### src/rtl/fp_cmd_issuer.sv
// Fixed-point command issuer: queues Add/Mul/Div commands and issues them one at a time to an arithmetic core.
// Latency: push at edge N -> core_start in cycle N+1..N+2 -> out_valid from edge N+3 (Add/Mul); Div waits for core_done.
// Backpressure: in_ready drops when the FIFO is full; results are held until out_ready. Optional macro FP_ISSUE_TIMEOUT_EN adds a Div watchdog.
module fp_cmd_issuer #(
    parameter int WIDTH   = 32,
    parameter int DEPTH   = 4,
    parameter int DIV_TMO = 64
) (
    input  logic             clk,
    input  logic             rst,
    input  logic             in_valid,
    output logic             in_ready,
    input  logic [WIDTH-1:0] in_a,
    input  logic [WIDTH-1:0] in_b,
    input  logic [1:0]       in_opcode,
    output logic [WIDTH-1:0] core_a,
    output logic [WIDTH-1:0] core_b,
    output logic [1:0]       core_opcode,
    output logic             core_start,
    input  logic [WIDTH-1:0] core_c,
    input  logic             core_done,
    output logic             out_valid,
    input  logic             out_ready,
    output logic [WIDTH-1:0] out_result,
    output logic [1:0]       out_opcode,
    output logic             out_err
);
    localparam int PW = (DEPTH > 1) ? $clog2(DEPTH) : 1;
    localparam int CW = $clog2(DEPTH + 1);
    localparam logic [1:0] OP_DIV = 2'b10;
    localparam logic [1:0] OP_ILL = 2'b11;

    typedef enum logic [1:0] {S_IDLE, S_ISSUE, S_WAIT, S_HOLD} state_t;

    state_t r_state, w_nxt_state;

    logic [WIDTH-1:0] r_mem_a  [DEPTH];
    logic [WIDTH-1:0] r_mem_b  [DEPTH];
    logic [1:0]       r_mem_op [DEPTH];
    logic [PW-1:0]    r_wr_ptr, r_rd_ptr;
    logic [CW-1:0]    r_count;

    logic [WIDTH-1:0] r_op_a, r_op_b, r_result;
    logic [1:0]       r_op_code, r_res_op;
    logic             r_err;

    logic             w_push, w_pop, w_capture, w_cap_err;
    logic [WIDTH-1:0] w_cap_val;
    logic [1:0]       w_cap_op, w_head_op;
    logic             w_tmo_hit;

    assign in_ready  = (r_count != CW'(DEPTH));
    assign w_push    = in_valid && in_ready;
    assign w_head_op = r_mem_op[r_rd_ptr];

`ifdef FP_ISSUE_TIMEOUT_EN
    localparam int TW = $clog2(DIV_TMO + 1);
    logic [TW-1:0] r_tmo_cnt;

    // Count cycles spent in WAIT; cleared whenever the FSM is elsewhere.
    always_ff @(posedge clk) begin
        if (rst || r_state != S_WAIT) r_tmo_cnt <= '0;
        else                          r_tmo_cnt <= r_tmo_cnt + 1'b1;
    end

    assign w_tmo_hit = (r_op_code == OP_DIV) && (r_tmo_cnt == TW'(DIV_TMO - 1));
`else
    // Without the watchdog a Div waits for core_done indefinitely.
    logic w_unused_tmo;
    assign w_unused_tmo = (DIV_TMO > 0);
    assign w_tmo_hit    = 1'b0;
`endif

    // FIFO storage: entries are invalidated by the pointers, so no reset is needed.
    always_ff @(posedge clk) begin
        if (w_push) begin
            r_mem_a[r_wr_ptr]  <= in_a;
            r_mem_b[r_wr_ptr]  <= in_b;
            r_mem_op[r_wr_ptr] <= in_opcode;
        end
    end

    // FIFO pointers and occupancy; power-of-two depth lets the pointers wrap naturally.
    always_ff @(posedge clk) begin
        if (rst) begin
            r_wr_ptr <= '0;
            r_rd_ptr <= '0;
            r_count  <= '0;
        end else begin
            if (w_push) r_wr_ptr <= r_wr_ptr + 1'b1;
            if (w_pop)  r_rd_ptr <= r_rd_ptr + 1'b1;
            case ({w_push, w_pop})
                2'b10:   r_count <= r_count + 1'b1;
                2'b01:   r_count <= r_count - 1'b1;
                default: r_count <= r_count;
            endcase
        end
    end

    // FSM state register.
    always_ff @(posedge clk) begin
        if (rst) r_state <= S_IDLE;
        else     r_state <= w_nxt_state;
    end

    // Next-state and capture decisions; illegal opcodes bypass the core entirely.
    always_comb begin
        w_nxt_state = r_state;
        w_pop       = 1'b0;
        w_capture   = 1'b0;
        w_cap_val   = '0;
        w_cap_err   = 1'b0;
        w_cap_op    = r_op_code;
        case (r_state)
            S_IDLE: begin
                if (r_count != '0) begin
                    w_pop = 1'b1;
                    if (w_head_op == OP_ILL) begin
                        w_capture   = 1'b1;
                        w_cap_val   = '1;
                        w_cap_err   = 1'b1;
                        w_cap_op    = w_head_op;
                        w_nxt_state = S_HOLD;
                    end else begin
                        w_nxt_state = S_ISSUE;
                    end
                end
            end
            S_ISSUE: w_nxt_state = S_WAIT;
            S_WAIT: begin
                if (r_op_code != OP_DIV || core_done) begin
                    w_capture   = 1'b1;
                    w_cap_val   = core_c;
                    w_nxt_state = S_HOLD;
                end else if (w_tmo_hit) begin
                    w_capture   = 1'b1;
                    w_cap_err   = 1'b1;
                    w_nxt_state = S_HOLD;
                end
            end
            S_HOLD: if (out_ready) w_nxt_state = S_IDLE;
            default: w_nxt_state = S_IDLE;
        endcase
    end

    // Operand and result registers: operands load on pop and stay put through WAIT.
    always_ff @(posedge clk) begin
        if (rst) begin
            r_op_a    <= '0;
            r_op_b    <= '0;
            r_op_code <= '0;
            r_result  <= '0;
            r_res_op  <= '0;
            r_err     <= 1'b0;
        end else begin
            if (w_pop) begin
                r_op_a    <= r_mem_a[r_rd_ptr];
                r_op_b    <= r_mem_b[r_rd_ptr];
                r_op_code <= w_head_op;
            end
            if (w_capture) begin
                r_result <= w_cap_val;
                r_res_op <= w_cap_op;
                r_err    <= w_cap_err;
            end
        end
    end

    // Outputs are forced quiet while reset is held, not just after the reset edge.
    assign core_start  = (r_state == S_ISSUE) && !rst;
    assign out_valid   = (r_state == S_HOLD) && !rst;
    assign core_a      = rst ? '0 : r_op_a;
    assign core_b      = rst ? '0 : r_op_b;
    assign core_opcode = r_op_code;
    assign out_result  = rst ? '0 : r_result;
    assign out_err     = r_err && !rst;
    assign out_opcode  = r_res_op;
endmodule

### config.mk
export PLATFORM = sky130hd
export DESIGN_NAME = fp_cmd_issuer
export DESIGN_NICKNAME = d
export VERILOG_FILES = /design/src/rtl/fp_cmd_issuer.sv
export SDC_FILE = /design/constraint.sdc
export NUM_CORES = 1
export LEC_CHECK = 0
export CORE_MARGIN = 2
export CORE_UTILIZATION = 25
export DETAILED_ROUTE_END_ITERATION = 10
export DONT_BUFFER_PORTS = 1
export GPL_TIMING_DRIVEN = 1
export MAX_ROUTING_LAYER = met4
export PLACE_DENSITY = 0.42
export SYNTH_ARGS = -nofsm -noshare
export SYNTH_HDL_FRONTEND = slang
export SYNTH_SLANG_ARGS = --single-unit
### constraint.sdc
create_clock -name clk -period 2.8 [get_ports clk]
set_input_delay 0.42 -clock clk [delete_from_list [all_inputs] [get_ports clk]]
set_output_delay 0.42 -clock clk [all_outputs]
set_load 0.1 [all_outputs]
==> impl_metrics.env, run 1 <==
export IMPL_outcome="complete, no violations"
export IMPL_slew_violations=0
export IMPL_cts_repair_resized=0
export IMPL_ff2ff_path_depth=8
export IMPL_dieWidth_um=244
export IMPL_final_cells=1955
export IMPL_ys_types=38
export IMPL_synth_cells=975
export IMPL_cpMaxStageDelayCell="or3b_2"
export IMPL_power_frac_seq_pct=38.2
export IMPL_avgSynthCellArea_um2=14.8
export IMPL_holdCritStartpoint="in_valid"
export IMPL_period_share_pct=80.5
export IMPL_place_congestion=0.767
export IMPL_path_class="reg2reg"
export IMPL_synth_edf_count=264
export IMPL_cts_tree="yes"
export IMPL_first_global_vias=8922
export IMPL_fillers=5714
export IMPL_p_int_mw=12.4
export IMPL_synth_area_um2=14500
export IMPL_seq_area_frac_synth_pct=70.4
export IMPL_slew_headroom_pct=32.4
export IMPL_min_to="r_wr_ptr[1]$_SDFFE_PP0P_"
export IMPL_post_cts_buffers=0
export IMPL_antenna_found_initial=9
export IMPL_reg2reg_slack_ns=0.55
export IMPL_setup_viol=0
export IMPL_nets=1260
export IMPL_regToRegEndpoint="r_count[2]$_SDFFE_PP0P_"
export IMPL_vdd_drop_max_uv=638
export IMPL_worstSetupStartpointType="flip-flop"
export IMPL_wl_mm=37.3
export IMPL_grt_total_usage_pct=12.9
export IMPL_min_path_type="in2reg"
export IMPL_place_inst=1796
export IMPL_vias=8593
export IMPL_start_util_pct=25.1
export IMPL_viasPerCell=4.40
export IMPL_io_buffers=0
export IMPL_ant_nets=0
export IMPL_hold_violations=0
export IMPL_row_count=88
export IMPL_dp_slack_ns=0.565
export IMPL_drt_initial_drc_count=429
export IMPL_power_density_nw_per_um2=1050
export IMPL_seqCellArea_um2=10200
export IMPL_p_total_mw=19.5
export IMPL_worstReg2RegStart="r_count[2]$_SDFFE_PP0P_"
export IMPL_drc_errors=0
export IMPL_ios=207
export IMPL_hold_depth=2
export IMPL_area_growth_synth_to_final_pct=28.9
export IMPL_pwr_share_comb_pct=32.3
export IMPL_setup_slack_ns=0.547
export IMPL_setup_tns_ns=0
export IMPL_cp_max_fo=5
export IMPL_slowest_delay_ns=0.48
export IMPL_power_leakage_nw=6.20
export IMPL_multi_input_area_um2=4180
export IMPL_die_area_um2=59700
export IMPL_clkPwrFrac_pct=29.5
export IMPL_tightest_slew_ns=1.01
export IMPL_h_tree_depth=2
export IMPL_clock_skew_ns=0.0222
export IMPL_drive_above_1_share_pct=30.1
export IMPL_clock_latency_ns=0.57
export IMPL_syn_nets=1089
export IMPL_min_period_ns=2.25
export IMPL_synth_warning_count=0
export IMPL_cap_violations=0
export IMPL_die_h_um=244
export IMPL_clock_path_buffers=3
export IMPL_cts_clk_slew_worst_paths_ns=0.06
export IMPL_grt_ovfl_total=0
export IMPL_firstDrtPassIters=5
export IMPL_cp_cell_sequence="or3b_2 > nand2_1 > ha_1 > inv_1 > fa_1 > xor2_1 > or3_1 > a21oi_1"
export IMPL_synthArstFlopShare_pct=0
export IMPL_root_buffer="clkbuf_16"
export IMPL_core_um2=57500
export IMPL_switchingPower_mw=7.13
export IMPL_whs_ns=0.0467
export IMPL_fmax_ghz=0.444
export IMPL_grt_max_degree=105
export IMPL_grt_pass1_wl_mm=56.3
export IMPL_p_sw_share_pct=36.6
export IMPL_synth_main_ff_cell="edfxtp_1"
export IMPL_rsz0062_at_grt="no"
export IMPL_dpl_hpwl_mm=20.9
export IMPL_cp_end_kind="flip-flop"
export IMPL_cts_sinks=376
export IMPL_post_drt_wl_per_cell_um=19.1
export IMPL_arrival_ns=2.74
export IMPL_numCtsBuffers=44
export IMPL_synth_seq_cells=376
export IMPL_critical_path_required_ns=3.29
[critical path, delay by kind of cell (launching register included)]
kind	cells	cell delay (ns)
AND/OR/NAND/NOR	3	0.87
AO/OA/AOI/OAI	1	0.14
adder cells (fa/ha/maj)	2	0.54
flip-flops	1	0.42
XOR/XNOR	1	0.16
buffers and inverters	1	0.06
[cell usage after synthesis (5+ instances only)]
library cell  count  area (µm²)
dfxtp_1         112        2240
ha_1             10         125
nand2b_1          8        50.1
buf_2            14        70.1
nand3_1          29         145
edfxtp_1        264        7930
mux4_2           66        1490
o221ai_1          7        61.3
nor2b_1          93         582
inv_1            16        60.1
a21oi_1          72         360
a31oi_1          29         181
nand2_1         142         533
buf_4             5        37.5
o21ai_0          30         150
nor2_1            6        22.5
buf_1             8        30.0
clkbuf_1         37         139
[area by class of cell]
type,count,share of cell area (%)
timing repair buffer,190,9.55
multi-input combinational,517,22.4
tap,765,5.14
clock inverter,21,1.34
clock buffer,60,6.45
inverter,17,0.349
antenna,9,0.121
sequential,376,54.6
[state kept, by name (all words and copies together), names as in the netlist, named ones only]
register	flops
r_mem_b	128
r_op_b	32
r_op_a	32
core_opcode	2
r_err	1
r_wr_ptr	2
r_count	3
r_mem_op	8
out_opcode	2
r_mem_a	128
r_result	32
r_state	2
r_rd_ptr	2
[per-layer routing]
layer	vias to the layer above	track usage (%)	part of all wire, %
li1	3982	-	-
met1	4307	16.8	45
met2	241	20.1	47
met3	63	2.86	5.7
met4	0	3.86	2.0
met5	-	-	0
[repair_timing]
item                                    CTS  global route
hold buffers                             69             0
endpoints found under the setup margin    0             0
hold endpoints to repair                369             0
[worst max path at each step]
stage / slack [ns] / endpoint / start / cells past startpoint
floorplan: 0.24 / core_a[11] / rst / 3
global placement: 0.54 / r_count[2]$_SDFFE_PP0P_ / r_count[2]$_SDFFE_PP0P_ / 8
detailed placement: 0.56 / r_count[2]$_SDFFE_PP0P_ / r_count[2]$_SDFFE_PP0P_ / 8
CTS: 0.54 / r_count[2]$_SDFFE_PP0P_ / r_count[2]$_SDFFE_PP0P_ / 8
global route: 0.45 / r_count[2]$_SDFFE_PP0P_ / r_count[2]$_SDFFE_PP0P_ / 8
finish: 0.55 / r_count[2]$_SDFFE_PP0P_ / r_count[2]$_SDFFE_PP0P_ / 8
[per-stage QoR]
step / instance area (µm²) / utilization (%)
3_5_place_dp: 16500 / 28.6
2_1_floorplan: 14500 / -
6_report: 18600 / 32.4
5_1_grt: 18600 / 32.4
3_3_place_gp: 16500 / 28.6
4_1_cts: 18600 / 32.4
[power groups by stage]
stage	registers (mW)	logic, mW	clock network [mW]
2_1_floorplan	7.48	4.66	0
3_3_place_gp	7.55	6.26	0
3_5_place_dp	7.57	6.26	0
4_1_cts	7.46	6.44	5.97
5_1_grt	7.55	6.77	6.19
6_report	7.44	6.30	5.76
[logic make-up after synthesis]
kind of cell | Yosys count | share of synthesized area [%]
DFF | 376 | 70.4
and+or+nand+nor | 292 | 9.99
AOI/OAI and AO/OA | 145 | 5.73
buffers and inverters | 82 | 2.43
muxes | 66 | 10.3
adders and majority gates | 11 | 1.00
xor gates and xnor gates | 3 | 0.182
[layout by cell type, fill, tap and decap left out, drive strengths merged, types with 4 or more instances in the layout]
cell / instances
inv: 18
nor2b: 93
ha: 10
a21oi: 72
clkbuf: 60
buf: 122
o221ai: 7
nand2: 142
diode: 9
dlygate4sd3: 68
o21ai: 30
mux4: 66
nand2b: 8
a31oi: 29
dfxtp: 112
and3: 4
nand3: 30
edfxtp: 264
nor2: 6
clkinv: 13
bufinv: 5
Note: power is estimated with default switching activity, not from simulation.
==> run 2, diff against run 1 <==
--- a/config.mk
+++ b/config.mk
@@ -11,7 +11,7 @@
 export DONT_BUFFER_PORTS = 1
 export GPL_TIMING_DRIVEN = 1
 export MAX_ROUTING_LAYER = met4
-export PLACE_DENSITY = 0.42
+export PLACE_DENSITY = 0.4
 export SYNTH_ARGS = -nofsm -noshare
 export SYNTH_HDL_FRONTEND = slang
 export SYNTH_SLANG_ARGS = --single-unit
==> constraint.sdc (replaced) <==
create_clock -name clk -period 2.2 [get_ports clk]
set_input_delay 0.33 -clock clk [delete_from_list [all_inputs] [get_ports clk]]
set_output_delay 0.33 -clock clk [all_outputs]
set_load 0.1 [all_outputs]
==> run 2 against run 1 <==
  * Power is 29% higher
  * Worst setup slack worse by 0.43 ns
  * Core utilization is 0.86 points higher
  * Highest routed layer unchanged
  * Critical endpoint unchanged
==> impl_metrics.env, run 2 (synthesis gave the netlist of run 1 again) <==
export IMPL_worstSetupStartpointType="flip-flop"
export IMPL_viasPerCell=4.41
export IMPL_h_tree_depth=2
export IMPL_min_period_ns=2.08
export IMPL_reg_top3="r_mem_a x128, r_mem_b x128"
export IMPL_cpMaxStageDelayCell="or3b_4"
export IMPL_first_global_vias=9414
export IMPL_io_buffers=0
export IMPL_post_cts_buffers=0
export IMPL_die_area_um2=59700
export IMPL_rsz0062_at_grt="yes"
export IMPL_regToRegEndpoint="r_count[2]$_SDFFE_PP0P_"
export IMPL_min_to="r_result[0]$_SDFFE_PP0P_"
export IMPL_clock_skew_ns=0.0172
export IMPL_grt_max_degree=105
export IMPL_power_leakage_nw=6.45
export IMPL_root_buffer="clkbuf_16"
export IMPL_ant_nets=0
export IMPL_antenna_found_initial=4
export IMPL_holdCritStartpoint="core_c[0]"
export IMPL_layout_commonest_cell="edfxtp_1"
export IMPL_start_util_pct=25.1
export IMPL_path_class="reg2reg"
export IMPL_crit_start="r_count[2]$_SDFFE_PP0P_"
export IMPL_numCtsBuffers=44
export IMPL_firstDrtPassIters=4
export IMPL_p_total_mw=25.1
export IMPL_dpl_hpwl_mm=22.0
export IMPL_grt_ovfl_total=0
export IMPL_min_path_type="in2reg"
export IMPL_cts_tree="yes"
export IMPL_wl_mm=38.7
export IMPL_cap_violations=0
export IMPL_period_share_pct=94.6
export IMPL_critical_path_required_ns=2.68
export IMPL_clock_latency_ns=0.57
export IMPL_slew_violations=0
export IMPL_ios=207
export IMPL_cts_sinks=376
export IMPL_die_h_um=244
export IMPL_crit_buf_inv=1
export IMPL_setup_viol=0
export IMPL_vdd_drop_max_uv=1100
export IMPL_slowest_delay_ns=0.39
export IMPL_cts_clk_slew_worst_paths_ns=0.06
export IMPL_cp_end_kind="flip-flop"
export IMPL_drive_above_1_share_pct=31.1
export IMPL_final_util_pct=33.3
export IMPL_vias=8797
export IMPL_core_um2=57500
export IMPL_dieWidth_um=244
export IMPL_fmax_ghz=0.480
export IMPL_clock_path_buffers=3
export IMPL_hold_depth=2
export IMPL_slew_headroom_pct=52.7
export IMPL_drt_initial_drc_count=455
export IMPL_cp_max_fo=5
export IMPL_cp_cell_sequence="or3b_4 > nand2_1 > ha_2 > inv_1 > fa_2 > xor2_1 > or3_1 > a21oi_1"
export IMPL_nets=1306
export IMPL_area_growth_synth_to_final_pct=32.3
export IMPL_grt_total_usage_pct=13.3
export IMPL_worstReg2RegStart="r_count[2]$_SDFFE_PP0P_"
export IMPL_tightest_slew_ns=0.710
export IMPL_reg2reg_slack_ns=0.12
export IMPL_row_count=88
export IMPL_place_congestion=0.723
export IMPL_post_drt_wl_per_cell_um=19.4
export IMPL_crit_family="simple AND/OR/NAND/NOR gates"
export IMPL_outcome="complete, no violations"
export IMPL_grt_pass1_wl_mm=58.4
export IMPL_power_density_nw_per_um2=1310
export IMPL_drc_errors=0
export IMPL_mostFrequentLayoutCells="edfxtp_1, nand2_1, buf_4"
export IMPL_arrival_ns=2.56
export IMPL_hold_violations=0
export IMPL_ff2ff_path_depth=8
run 2: cell types whose count changed in the layout (fill, tap and decap cells not counted), moves of 3 or more:
cell and change:
buf_4 +14, dlygate4sd3_1 +30, clkbuf_8 +9, bufinv_16 -3, dfxtp_1 -3, diode_2 -5, clkinv_1 -5
run 2: final cells by class:
cell class                 instances  area (µm²)
antenna                            4        10.0
clock buffer                      72        1360
clock inverter                    10         135
fill                            5651       38300
inverter                          17        65.1
multi-input combinational        517        4200
sequential                       376       10200
tap                              765         957
timing repair buffer             236        2220
run 2: repair_timing:
| item | in CTS | in global routing |
|---|---|---|
| resized for setup | 0 | 3 |
| hold buffers | 99 | 0 |
| hold endpoints to repair | 376 | 0 |
| setup endpoints to repair | 0 | 3 |
run 2: stage by stage:
step / area [µm²] / worst slack [ns] / cells / TNS [ns] / hold slack [ns]
after global placement: 16600 / 0.111 / 1812 / 0 / 0.425
after floorplan: 14500 / -0.176 / 975 / -12.35 / 0.429
after CTS: 19100 / 0.0750 / 1993 / 0 / 0.0129
final: 19100 / 0.118 / 1997 / 0 / 0.0578
after global routing: 19100 / -0.00259 / 1997 / -0.00259 / 0.0391
after detailed placement: 16600 / 0.0931 / 1812 / 0 / 0.424
run 2: routing by layer:
metal	wire [µm]	global-route usage, %	vias up	part of all wire (%)
li1	-	-	4060	-
met1	17100	16.6	4464	44
met2	19000	21.9	214	49
met3	1810	2.48	59	4.7
met4	826	4.11	0	2.1
met5	0	-	-	0
run 2: worst max path at each step:
stage                                    endpoint  cells after the start
after global placement    r_count[2]$_SDFFE_PP0P_                      8
final                     r_count[2]$_SDFFE_PP0P_                      8
after detailed placement  r_count[2]$_SDFFE_PP0P_                      8
after CTS                 r_count[2]$_SDFFE_PP0P_                      8
after floorplan                        core_a[11]                      3
after global routing      r_count[2]$_SDFFE_PP0P_                      8
run 2: worst reg2reg max path: cells and delay by family, from the launching register on:
family | cells | cell delay, ns
compound gates | 1 | 0.13
simple gates | 3 | 0.79
flops | 1 | 0.37
xor+xnor | 1 | 0.15
buf+inv | 1 | 0.05
fa+ha+maj | 2 | 0.51
run 2: report_power, final:
part | leakage [nW] | switching, mW | internal, mW | total (mW)
Clock | 0.730 | 2.93 | 4.48 | 7.41
Combinational | 2.38 | 5.69 | 2.60 | 8.29
Sequential | 3.34 | 0.524 | 8.87 | 9.40
